[src/rtl/seven_seg_scan_driver_pkg.sv]
// -----------------------------------------------------------------------------
// seven_seg_pkg
//   Shared types and helpers for the seven-segment scan driver.
//   - seg_t        : active-high segment vector {a,b,c,d,e,f,g}, bit6 = a
//   - SEG_BLANK    : all segments off (active-high form)
//   - scan_state_t : scan FSM states OFF / GUARD / DRIVE
//   - bcd_to_seg   : BCD digit to active-high segments, 10..15 -> SEG_BLANK
// -----------------------------------------------------------------------------
package seven_seg_pkg;

  typedef logic [6:0] seg_t;

  localparam seg_t SEG_BLANK = 7'b000_0000;

  typedef enum logic [1:0] {
    OFF   = 2'd0,
    GUARD = 2'd1,
    DRIVE = 2'd2
  } scan_state_t;

  // Standard common-anode glyphs, expressed active-high; the top inverts.
  function automatic seg_t bcd_to_seg(input logic [3:0] bcd);
    seg_t seg;
    case (bcd)
      4'd0:    seg = 7'b111_1110;
      4'd1:    seg = 7'b011_0000;
      4'd2:    seg = 7'b110_1101;
      4'd3:    seg = 7'b111_1001;
      4'd4:    seg = 7'b011_0011;
      4'd5:    seg = 7'b101_1011;
      4'd6:    seg = 7'b101_1111;
      4'd7:    seg = 7'b111_0000;
      4'd8:    seg = 7'b111_1111;
      4'd9:    seg = 7'b111_1011;
      default: seg = SEG_BLANK;
    endcase
    return seg;
  endfunction

endpackage

[src/rtl/seven_seg_scan_driver_if.sv]
// -----------------------------------------------------------------------------
// seven_seg_scan_driver_if
//   Bundles the BCD source side and the display pin side of the scan driver.
//   Ports carried:
//     en_in       1 = scan, 0 = dark
//     digits_in   4*N_DIGITS BCD digits, digit 0 rightmost
//     dp_in       N_DIGITS decimal points, active-high
//     seg_n       7 segments {a..g}, active-low
//     dp_n        decimal point, active-low
//     an_n        N_DIGITS anode selects, active-low
//     frame_tick  1-cycle pulse on each frame snapshot
//   Modports: master = source/board side, slave = the driver.
// -----------------------------------------------------------------------------
interface seven_seg_scan_driver_if #(
  parameter int N_DIGITS = 4
);
  logic                    en_in;
  logic [4*N_DIGITS-1:0]   digits_in;
  logic [N_DIGITS-1:0]     dp_in;
  logic [6:0]              seg_n;
  logic                    dp_n;
  logic [N_DIGITS-1:0]     an_n;
  logic                    frame_tick;

  modport master (
    output en_in, digits_in, dp_in,
    input  seg_n, dp_n, an_n, frame_tick
  );

  modport slave (
    input  en_in, digits_in, dp_in,
    output seg_n, dp_n, an_n, frame_tick
  );
endinterface

[src/rtl/seven_seg_scan_driver_scan_slot_timer.sv]
// -----------------------------------------------------------------------------
// scan_slot_timer
//   Owns the per-slot cycle counter (div_cnt). While run is high it counts
//   0..CLK_DIV-1 and wraps; while run is low it is held at 0 so that every
//   (re)start begins a fresh slot.
//   Ports:
//     clk, rst     clock, synchronous active-high reset
//     run          1 = scanning (FSM in GUARD/DRIVE and still enabled)
//     guard_done   strobe on the last guard cycle of a slot
//     slot_done    strobe on the last cycle of a slot
// -----------------------------------------------------------------------------
module scan_slot_timer #(
  parameter int CLK_DIV      = 100000,
  parameter int GUARD_CYCLES = 4
) (
  input  logic clk,
  input  logic rst,
  input  logic run,
  output logic guard_done,
  output logic slot_done
);

  localparam int CNT_W = (CLK_DIV > 1) ? $clog2(CLK_DIV) : 1;
  localparam logic [CNT_W-1:0] SLOT_LAST  = CNT_W'(CLK_DIV - 1);
  localparam logic [CNT_W-1:0] GUARD_LAST = CNT_W'(GUARD_CYCLES - 1);

  logic [CNT_W-1:0] div_cnt_q;
  logic [CNT_W-1:0] div_cnt_d;

  // Next count: hold at zero when idle, wrap at the end of each slot.
  always_comb begin
    div_cnt_d = div_cnt_q;
    if (!run) begin
      div_cnt_d = '0;
    end else if (div_cnt_q == SLOT_LAST) begin
      div_cnt_d = '0;
    end else begin
      div_cnt_d = div_cnt_q + CNT_W'(1);
    end
  end

  // Slot counter register.
  always_ff @(posedge clk) begin
    if (rst) begin
      div_cnt_q <= '0;
    end else begin
      div_cnt_q <= div_cnt_d;
    end
  end

  // Strobes are decoded from the registered count, so they carry no input path
  // except the run qualifier.
  assign guard_done = run && (div_cnt_q == GUARD_LAST);
  assign slot_done  = run && (div_cnt_q == SLOT_LAST);

endmodule

[src/rtl/seven_seg_scan_driver.sv]
// -----------------------------------------------------------------------------
// seven_seg_scan_driver
//   Time-multiplexes N_DIGITS BCD digits onto one common-anode 7-segment bus.
//   Each digit slot lasts CLK_DIV cycles: GUARD_CYCLES with every anode off
//   (anti-ghosting), then the remainder with that digit's anode on. The digit
//   values are snapshotted at the start of every frame so a frame never tears.
//   Ports:
//     clk   system clock, rising edge
//     rst   synchronous active-high reset
//     bus   seven_seg_scan_driver_if.slave
//             en_in, digits_in, dp_in  -> inputs
//             seg_n, dp_n, an_n, frame_tick -> registered outputs
//   Optional feature macro: SEG_LEADING_ZERO_BLANK_EN
//     When defined, leading zeros (digit i>0 with it and all higher digits 0)
//     are blanked: anode stays off, segments and dp stay dark. Slot timing is
//     unchanged. When undefined, every digit is shown.
// -----------------------------------------------------------------------------
module seven_seg_scan_driver
  import seven_seg_pkg::*;
#(
  parameter int N_DIGITS     = 4,
  parameter int CLK_DIV      = 100000,
  parameter int GUARD_CYCLES = 4
) (
  input  logic                    clk,
  input  logic                    rst,
  seven_seg_scan_driver_if.slave  bus
);

  localparam int IDX_W = (N_DIGITS > 1) ? $clog2(N_DIGITS) : 1;
  localparam logic [IDX_W-1:0] IDX_LAST = IDX_W'(N_DIGITS - 1);

  scan_state_t                 state_q;
  scan_state_t                 state_d;
  logic [IDX_W-1:0]            idx_q;
  logic [IDX_W-1:0]            idx_d;
  logic [N_DIGITS-1:0][3:0]    digit_q;
  logic [N_DIGITS-1:0][3:0]    digit_d;
  logic [N_DIGITS-1:0]         dpf_q;
  logic [N_DIGITS-1:0]         dpf_d;

  logic [N_DIGITS-1:0]         an_n_q;
  logic [N_DIGITS-1:0]         an_n_d;
  logic [6:0]                  seg_n_q;
  logic [6:0]                  seg_n_d;
  logic                        dp_n_q;
  logic                        dp_n_d;
  logic                        frame_tick_q;
  logic                        frame_tick_d;

  logic                        run_s;
  logic                        guard_done_s;
  logic                        slot_done_s;
  logic                        snap_s;
  logic [N_DIGITS-1:0]         blank_s;
  logic [3:0]                  cur_digit_s;
  logic                        cur_dp_s;
  logic                        cur_blank_s;

  // The timer only runs while scanning; dropping en_in clears it the same edge
  // the FSM falls back to OFF.
  assign run_s = bus.en_in && (state_q != OFF);

  scan_slot_timer #(
    .CLK_DIV      (CLK_DIV),
    .GUARD_CYCLES (GUARD_CYCLES)
  ) u_timer (
    .clk        (clk),
    .rst        (rst),
    .run        (run_s),
    .guard_done (guard_done_s),
    .slot_done  (slot_done_s)
  );

  // Scan FSM next state, digit index, and snapshot request.
  always_comb begin
    state_d = state_q;
    idx_d   = idx_q;
    snap_s  = 1'b0;
    if (!bus.en_in) begin
      state_d = OFF;
      idx_d   = '0;
    end else begin
      case (state_q)
        OFF: begin
          state_d = GUARD;
          idx_d   = '0;
          snap_s  = 1'b1;
        end
        GUARD: begin
          if (guard_done_s) begin
            state_d = DRIVE;
          end else begin
            state_d = GUARD;
          end
        end
        DRIVE: begin
          if (slot_done_s) begin
            state_d = GUARD;
            // Wrapping back to digit 0 starts a new frame, hence a new snapshot.
            if (idx_q == IDX_LAST) begin
              idx_d  = '0;
              snap_s = 1'b1;
            end else begin
              idx_d  = idx_q + IDX_W'(1);
              snap_s = 1'b0;
            end
          end else begin
            state_d = DRIVE;
          end
        end
        default: begin
          state_d = OFF;
          idx_d   = '0;
        end
      endcase
    end
  end

  // Frame snapshot: capture inputs only at the start of a frame.
  always_comb begin
    if (snap_s) begin
      digit_d = bus.digits_in;
      dpf_d   = bus.dp_in;
    end else begin
      digit_d = digit_q;
      dpf_d   = dpf_q;
    end
  end

`ifdef SEG_LEADING_ZERO_BLANK_EN
  // Leading-zero mask over the frame being displayed, scanned from the most
  // significant digit down; digit 0 is never blanked.
  always_comb begin
    logic higher_zero;
    blank_s     = '0;
    higher_zero = 1'b1;
    for (int i = N_DIGITS - 1; i >= 0; i--) begin
      higher_zero = higher_zero & (digit_d[i] == 4'd0);
      if (i > 0) begin
        blank_s[i] = higher_zero;
      end else begin
        blank_s[i] = 1'b0;
      end
    end
  end
`else
  // No blanking: every digit is shown, leading zeros included.
  always_comb begin
    blank_s = '0;
  end
`endif

  assign cur_digit_s = digit_d[idx_d];
  assign cur_dp_s    = dpf_d[idx_d];
  assign cur_blank_s = blank_s[idx_d];

  // Output decode from the next state so the registered pins line up with the
  // state they describe; segments are already valid during the guard gap.
  always_comb begin
    an_n_d       = {N_DIGITS{1'b1}};
    seg_n_d      = 7'h7F;
    dp_n_d       = 1'b1;
    frame_tick_d = snap_s;
    case (state_d)
      OFF: begin
        an_n_d  = {N_DIGITS{1'b1}};
        seg_n_d = 7'h7F;
        dp_n_d  = 1'b1;
      end
      GUARD: begin
        if (cur_blank_s) begin
          seg_n_d = 7'h7F;
          dp_n_d  = 1'b1;
        end else begin
          seg_n_d = ~bcd_to_seg(cur_digit_s);
          dp_n_d  = ~cur_dp_s;
        end
      end
      DRIVE: begin
        if (cur_blank_s) begin
          seg_n_d = 7'h7F;
          dp_n_d  = 1'b1;
        end else begin
          seg_n_d        = ~bcd_to_seg(cur_digit_s);
          dp_n_d         = ~cur_dp_s;
          an_n_d[idx_d]  = 1'b0;
        end
      end
      default: begin
        an_n_d  = {N_DIGITS{1'b1}};
        seg_n_d = 7'h7F;
        dp_n_d  = 1'b1;
      end
    endcase
  end

  // State, index, snapshot and output registers.
  always_ff @(posedge clk) begin
    if (rst) begin
      state_q      <= OFF;
      idx_q        <= '0;
      digit_q      <= '0;
      dpf_q        <= '0;
      an_n_q       <= {N_DIGITS{1'b1}};
      seg_n_q      <= 7'h7F;
      dp_n_q       <= 1'b1;
      frame_tick_q <= 1'b0;
    end else begin
      state_q      <= state_d;
      idx_q        <= idx_d;
      digit_q      <= digit_d;
      dpf_q        <= dpf_d;
      an_n_q       <= an_n_d;
      seg_n_q      <= seg_n_d;
      dp_n_q       <= dp_n_d;
      frame_tick_q <= frame_tick_d;
    end
  end

  assign bus.an_n       = an_n_q;
  assign bus.seg_n      = seg_n_q;
  assign bus.dp_n       = dp_n_q;
  assign bus.frame_tick = frame_tick_q;

endmodule

[src/flat_wrapper.sv]
// flat-port wrapper written by rule: the top's interface ports become plain ports
module seven_seg_scan_driver_flat import seven_seg_pkg::*;
#(
  parameter int N_DIGITS     = 4,
  parameter int CLK_DIV      = 100000,
  parameter int GUARD_CYCLES = 4
)
  (clk, rst, bus_en_in, bus_digits_in, bus_dp_in, bus_seg_n, bus_dp_n, bus_an_n, bus_frame_tick);
  seven_seg_scan_driver_if #(.N_DIGITS(N_DIGITS)) bus_i ();
  input  logic clk;
  input  logic rst;
  input wire logic [$bits(bus_i.en_in)-1:0] bus_en_in;
  input wire logic [$bits(bus_i.digits_in)-1:0] bus_digits_in;
  input wire logic [$bits(bus_i.dp_in)-1:0] bus_dp_in;
  output wire logic [$bits(bus_i.seg_n)-1:0] bus_seg_n;
  output wire logic [$bits(bus_i.dp_n)-1:0] bus_dp_n;
  output wire logic [$bits(bus_i.an_n)-1:0] bus_an_n;
  output wire logic [$bits(bus_i.frame_tick)-1:0] bus_frame_tick;
  assign bus_i.en_in = bus_en_in;
  assign bus_i.digits_in = bus_digits_in;
  assign bus_i.dp_in = bus_dp_in;
  assign bus_seg_n = bus_i.seg_n;
  assign bus_dp_n = bus_i.dp_n;
  assign bus_an_n = bus_i.an_n;
  assign bus_frame_tick = bus_i.frame_tick;
  seven_seg_scan_driver #(.N_DIGITS(N_DIGITS), .CLK_DIV(CLK_DIV), .GUARD_CYCLES(GUARD_CYCLES)) u_core (.clk(clk), .rst(rst), .bus(bus_i));
endmodule
[config.mk]
export PLATFORM = sky130hd
export DESIGN_NAME = seven_seg_scan_driver_flat
export DESIGN_NICKNAME = d
export VERILOG_FILES = /design/src/rtl/seven_seg_scan_driver_pkg.sv /design/src/rtl/seven_seg_scan_driver_if.sv /design/src/rtl/seven_seg_scan_driver_scan_slot_timer.sv /design/src/rtl/seven_seg_scan_driver.sv /design/src/flat_wrapper.sv
export SDC_FILE = /design/constraint.sdc
export NUM_CORES = 1
export LEC_CHECK = 0
export CAP_MARGIN = 10
export CORE_UTILIZATION = 45
export CTS_BUF_LIST = sky130_fd_sc_hd__clkbuf_2
export CTS_CLUSTER_DIAMETER = 60
export CTS_CLUSTER_SIZE = 12
export DETAILED_ROUTE_END_ITERATION = 10
export PLACE_DENSITY = 0.76
export SETUP_SLACK_MARGIN = 0.3
export SLEW_MARGIN = 20
export SYNTH_ARGS = -nofsm -noshare
export SYNTH_HDL_FRONTEND = slang
export SYNTH_SLANG_ARGS = --single-unit
[constraint.sdc]
create_clock -name clk -period 3.1 [get_ports clk]
set_clock_uncertainty 0.05 [all_clocks]
set_input_delay 0.465 -clock clk [delete_from_list [all_inputs] [get_ports clk]]
set_output_delay 0.465 -clock clk [all_outputs]
set_load 0.03 [all_outputs]
==> results of run 1 <==
[metrics by stage]
step                      TNS (ps)  setup slack (ps)  cell area, um2  instances
after floorplan                  0               306            2670        262
after global placement       -74.9             -20.5            3170        376
after detailed placement      -531              -104            3170        376
after CTS                        0               282            3410        397
after global routing             0               176            3620        407
final                            0               276            3620        407
[cell usage after synthesis, drive strengths merged (4+ instances only)]
master | instances | area (um2)
dfxtp | 54 | 1080
nor2 | 45 | 171
mux2i | 31 | 314
nand3 | 13 | 70.1
ha | 12 | 150
nand2 | 12 | 45.0
xnor2 | 9 | 78.8
inv | 8 | 30.0
nand4 | 6 | 37.5
nor2b | 6 | 37.5
xor2 | 6 | 52.6
clkbuf | 5 | 18.8
buf | 4 | 37.5
mux2 | 4 | 56.3
nor3 | 4 | 36.3
nor4 | 4 | 31.3
[worst max path at each step]
stage / slack (ps) / from / to / cells after the start
floorplan: 310 / u_core.u_timer.div_cnt_q[14] / u_core.bus.seg_n[3] / 11
global placement: -20 / bus_en_in / u_core.bus.seg_n[3] / 9
detailed placement: -100 / bus_en_in / u_core.bus.seg_n[6] / 9
CTS: 280 / u_core.u_timer.div_cnt_q[14] / u_core.bus.seg_n[3] / 12
global route: 180 / u_core.u_timer.div_cnt_q[14] / u_core.bus.seg_n[2] / 10
finish: 280 / u_core.u_timer.div_cnt_q[13] / u_core.bus.seg_n[3] / 10
[area by class of cell]
type	instances	area, um2	share of cell area (%)
Tap cell	72	90.1	2.49
Clock inverter	3	16.3	0.449
Clock buffer	5	25.0	0.691
Multi-Input combinational cell	191	1670	46.2
Inverter	8	32.5	0.898
Timing Repair Buffer	74	691	19.1
Sequential cell	54	1090	30.2
[logic make-up (layout without fill, tap and decap cells)]
logic type      after synthesis  in the layout  share of synthesized area (%)
compound gates               18             18                           5.84
xor+xnor                     15             15                           5.07
simple gates                109            109                           22.3
buf+inv                      17             90                           3.33
fa+ha+maj                    12             12                           5.79
flops                        54             54                           41.7
mux                          37             37                           16.0
[where the power goes]
group | total (mW) | switching (mW) | internal [mW] | leakage (nW)
Combinational | 0.254 | 0.119 | 0.136 | 0.912
Sequential | 0.732 | 0.0107 | 0.722 | 0.446
Clock | 0.266 | 0.214 | 0.0514 | 0.0264
[timing repair]
action                     4_1_cts  5_1_grt
setup endpoints to repair        8        8
pin swaps                        4        8
setup buffers                   13       10
resized for setup               17       31
hold buffers                     0        0
[per-layer routing]
metal  part of all wire [%]  wire length [um]
met1                     46              2580
met2                     50              2790
met3                    3.0               166
met4                   0.58                32
met5                      0                 0
[registers in the layout (all words and copies together), names as in the netlist]
register and count:
u_core.bus.dp_n 1, u_core.digit_q 16, u_core.u_timer.div_cnt_q 17, u_core.bus.seg_n 7, u_core.bus.an_n 4, u_core.dpf_q 4
u_core.state_q 2, u_core.bus.frame_tick 1, u_core.idx_q 2
[worst max-delay path, stage by stage (launching register included)]
cell and delay, ps:
dfxtp_2 400, or4_4 530, nor3_4 220, a21o_2 200
nand3_4 130, mux4_2 310, mux2_4 320, inv_4 80
ha_4 190, and2_4 130, o311ai_2 190
==> impl_metrics.json, run 1 <==
{
  "clock-root-buffer": "clkbuf_2",
  "num_antenna_cells": 0,
  "utilization_pct": 65.4,
  "synth_ff_type": "dfxtp_1",
  "synthToLayoutAreaGrowth_pct": 39.6,
  "clock.fmax_ghz": 0.354,
  "die-width_um": 77.9,
  "worstPathArrival_ps": 3140,
  "drt_iter0_drc": 59,
  "drv_cap": 0,
  "grt_pass1_vias": 2033,
  "layout_commonest_cell": "nor2_1",
  "top_usage_layer": "met2",
  "drive_gt1_share_pct": 32.2,
  "slew_headroom_pct": 65.5,
  "synthArstFlopShare_pct": 0,
  "routed_wl_um": 5560,
  "worstReg2RegEnd": "u_core.bus.seg_n[3]",
  "ys_warn_count": 0,
  "grtUsageMet2_pct": 31.7,
  "met3_usage_pct": 3.29,
  "hold_end": "u_core.u_timer.div_cnt_q[0]",
  "startpoint_type": "register",
  "crit_type": "register to register",
  "final-max-slew-violation-count": 0,
  "vdd_drop_max_mv": 0.233,
  "vias": 2105,
  "grt_use_total_pct": 18.8,
  "num_rows": 27,
  "routed_via_density": 5.17,
  "route.detailed.drc": 0,
  "grt_util_met1_pct": 25.1,
  "ant_nets": 0,
  "gp_congestion": 0.831,
  "ctsHtreeMaxLevel": 2,
  "ff2ff_setup_slack_ps": 280,
  "tightest_slew_ps": 517,
  "powerDensity_nw_per_um2": 346,
  "grt_max_degree": 26,
  "synth_fp_nets": 297,
  "nets": 369,
  "io_buffers": 35,
  "cts_buffer_depth": 2,
  "ys_seq_area_share_pct": 41.7,
  "clk_latency_ps": 430,
  "synth_edf_count": 0,
  "die_y_um": 77.9,
  "cts_sinks": 54,
  "num_io_pins": 36,
  "antenna_found_initial": 0,
  "floorplan.die_area_um2": 6070,
  "synth_area_um2": 2590,
  "outcome": "completed",
  "fill_cells": 454,
  "hp-start": "u_core.u_timer.div_cnt_q[0]",
  "whs_ps": 435,
  "cts_tree": "done",
  "overflow": 0,
  "first_pass_iters": 4,
  "final_cell_mix": "nor2_1 (44), dfxtp_1 (43), clkdlybuf4s50_1 (35)",
  "leakagePower_nw": 1.38,
  "min_period_ps": 2820,
  "core_area_um2": 5540,
  "rsz0062_at_grt": "yes",
  "crit_fanout": 5,
  "worstPathRequired_ps": 3420,
  "grt_pass1_wl_um": 9090,
  "worstRegToRegCells": 10,
  "yosysUniqueCellTypes": 52,
  "final_hold_viol_count": 0,
  "period_share_pct": 91.1,
  "dp_hpwl_um": 3770,
  "cp-end-kind": "register",
  "setup_viol": 0,
  "hold_path_depth": 1,
  "hold_class": "register to register",
  "power_mw": 1.25,
  "syn_area_per_cell_um2": 9.90,
  "wl_per_cell_um": 13.7,
  "clkSlewWorstSetupHoldPaths_ps": 260,
  "initial_utilization_pct": 46.8,
  "ys_seq_elements": 54,
  "syn_inst": 262,
  "numCtsBuffers": 5,
  "r2r_start": "u_core.u_timer.div_cnt_q[13]"
}
Power figures use the tool's default switching activity.
==> inputs of run 2 (changes only) <==
--- a/config.mk
+++ b/config.mk
@@ -6,6 +6,7 @@
 export NUM_CORES = 1
 export LEC_CHECK = 0
 export CAP_MARGIN = 10
+export CORE_ASPECT_RATIO = 0.75
 export CORE_UTILIZATION = 45
 export CTS_BUF_LIST = sky130_fd_sc_hd__clkbuf_2
 export CTS_CLUSTER_DIAMETER = 60
==> impl_metrics.json, run 2 (synthesis results as in run 1) <==
{
  "hold_buffers": 0,
  "vdd_drop_max_mv": 0.252,
  "pre_cts_slack_ps": -17.7,
  "final_cells": 390,
  "powerDensity_nw_per_um2": 393,
  "setup_slack_ps": 250,
  "overflow": 0,
  "clk_latency_ps": 460,
  "path_cells": "or4_4 > nor3_4 > a21o_2 > nand3_4 > mux4_2 > mux2_4 > inv_4 > ha_4 > and2_4 > o311ai_2",
  "fill_cells": 446,
  "outcome": "completed",
  "met3_usage_pct": 3.79,
  "die_y_um": 67.8,
  "startpoint_type": "register",
  "wl_per_cell_um": 13.4,
  "worstPathRequired_ps": 3440,
  "clock-root-buffer": "clkbuf_2",
  "drt_iter0_drc": 124,
  "ctsHtreeMaxLevel": 2,
  "top_usage_layer": "met2",
  "final_hold_viol_count": 0,
  "worstPathArrival_ps": 3190,
  "cts_buffer_depth": 2,
  "crit_fanout": 5,
  "numCtsBuffers": 5,
  "grtUsageMet2_pct": 26.8,
  "antenna_found_initial": 0,
  "slew_headroom_pct": 53.0,
  "grt_pass1_wl_um": 8200,
  "leakagePower_nw": 1.31,
  "critical_path.top_delay_family": "simple AND/OR/NAND/NOR gates",
  "synthToLayoutAreaGrowth_pct": 29.5,
  "dp_hpwl_um": 3850,
  "first_pass_iters": 4,
  "route.detailed.drc": 0,
  "grt_util_met1_pct": 26.0,
  "initial_utilization_pct": 47.7,
  "p_int_mw": 0.973,
  "setup_viol": 0,
  "io_buffers": 35,
  "rsz0062_at_grt": "yes",
  "ant_nets": 0,
  "seq_area_um2": 1090,
  "multi_input_area_um2": 1550,
  "grt_use_total_pct": 17.9,
  "drv_cap": 0,
  "netSwitchingFraction_pct": 26.2,
  "clock.fmax_ghz": 0.351,
  "final-max-slew-violation-count": 0,
  "tightest_slew_ps": 702,
  "routed_wl_um": 5240,
  "grt_max_degree": 19,
  "floorplan.die_area_um2": 6070,
  "drive_gt1_share_pct": 23.2,
  "critPathBufInv": 1,
  "p_sw_mw": 0.346,
  "vias": 2011,
  "layout_commonest_cell": "dfxtp_1",
  "cp-end-kind": "register",
  "die-width_um": 89.7,
  "cts_tree": "done",
  "cpPeakStageDelay_ps": 570,
  "num_rows": 23,
  "slowest_stage": "or4_4",
  "clkSlewWorstSetupHoldPaths_ps": 280,
  "p_clk_share_pct": 28.3,
  "period_share_pct": 91.9,
  "num_antenna_cells": 0,
  "routed_via_density": 5.16,
  "largest_reg_flops": 17,
  "final_cell_mix": "dfxtp_1 (47), nor2_1 (43), clkdlybuf4s50_1 (35)",
  "hold_class": "register to register",
  "num_io_pins": 36,
  "min_period_ps": 2850,
  "nets": 349,
  "gp_congestion": 0.779,
  "top_register": "u_core.u_timer.div_cnt_q",
  "core_area_um2": 5440,
  "dp.cells": 377,
  "comb_power_share_pct": 16.4,
  "seq_power_share_pct": 55.3,
  "cts_sinks": 54,
  "grt_pass1_vias": 1766,
  "crit_type": "register to register"
}
run 2: changes by cell type in the layout (fill, tap and decap cells not counted), moves of 4 or more:
cell,previous run,this run
mux2i_2,6,2
mux2i_4,7,0
dfxtp_2,11,7
mux2i_1,18,29
buf_4,32,17
dfxtp_1,43,47
buf_6,4,0
run 2: cell type report:
class                           count  area share (%)
Multi-Input combinational cell    191            46.2
Sequential cell                    54            32.5
Tap cell                           75            2.79
Clock buffer                        5           0.745
Inverter                            8           0.969
Clock inverter                      3            1.42
Timing Repair Buffer               54            15.4
run 2: worst paths after layout:
path,from,slack [ps],cells after the start,endpoint
hold reg to reg,u_core.u_timer.div_cnt_q[0],430,1,u_core.u_timer.div_cnt_q[0]
setup / recovery,u_core.u_timer.div_cnt_q[11],250,10,u_core.bus.seg_n[3]
hold / removal,u_core.u_timer.div_cnt_q[0],430,1,u_core.u_timer.div_cnt_q[0]
setup reg to reg,u_core.u_timer.div_cnt_q[11],250,10,u_core.bus.seg_n[3]
run 2: metrics by stage:
stage	utilization, %	hold slack (ps)	cell area, um2	total power, mW	setup TNS (ps)
3_5_place_dp	58.3	385	3170	0.954	-17.7
4_1_cts	60.9	426	3310	1.32	0
5_1_grt	61.7	439	3360	1.38	0
6_report	61.7	426	3360	1.32	0
3_3_place_gp	58.3	380	3170	0.950	-1.57
2_1_floorplan	-	368	2670	0.876	0
run 2: power groups by stage:
stage | registers [mW] | clock network [mW] | logic (mW)
after global routing | 0.733 | 0.409 | 0.234
final | 0.730 | 0.373 | 0.216
after CTS | 0.730 | 0.379 | 0.215
after global placement | 0.742 | 0 | 0.209
after floorplan | 0.757 | 0 | 0.119
after detailed placement | 0.743 | 0 | 0.211
run 2: timing repair:
action | in CTS | in global routing
setup buffers | 3 | 2
pin swaps | 2 | 3
resized for setup | 11 | 7
endpoints found under the setup margin | 8 | 8
run 2: worst register-to-register path, cell delays in order (launching register included):
cell and delay [ps]:
dfxtp_2 390, or4_4 570, nor3_4 290, a21o_2 200
nand3_4 100, mux4_2 300, mux2_4 330, inv_4 80
ha_4 190, and2_4 130, o311ai_2 190
run 2: layer usage:
| layer | up-vias | routed length, um |
|---|---|---|
| met3 | 4 | 242 |
| met5 | - | 0 |
| met2 | 40 | 2370 |
| met4 | 0 | 46 |
| met1 | 944 | 2590 |
| li1 | 1023 | - |
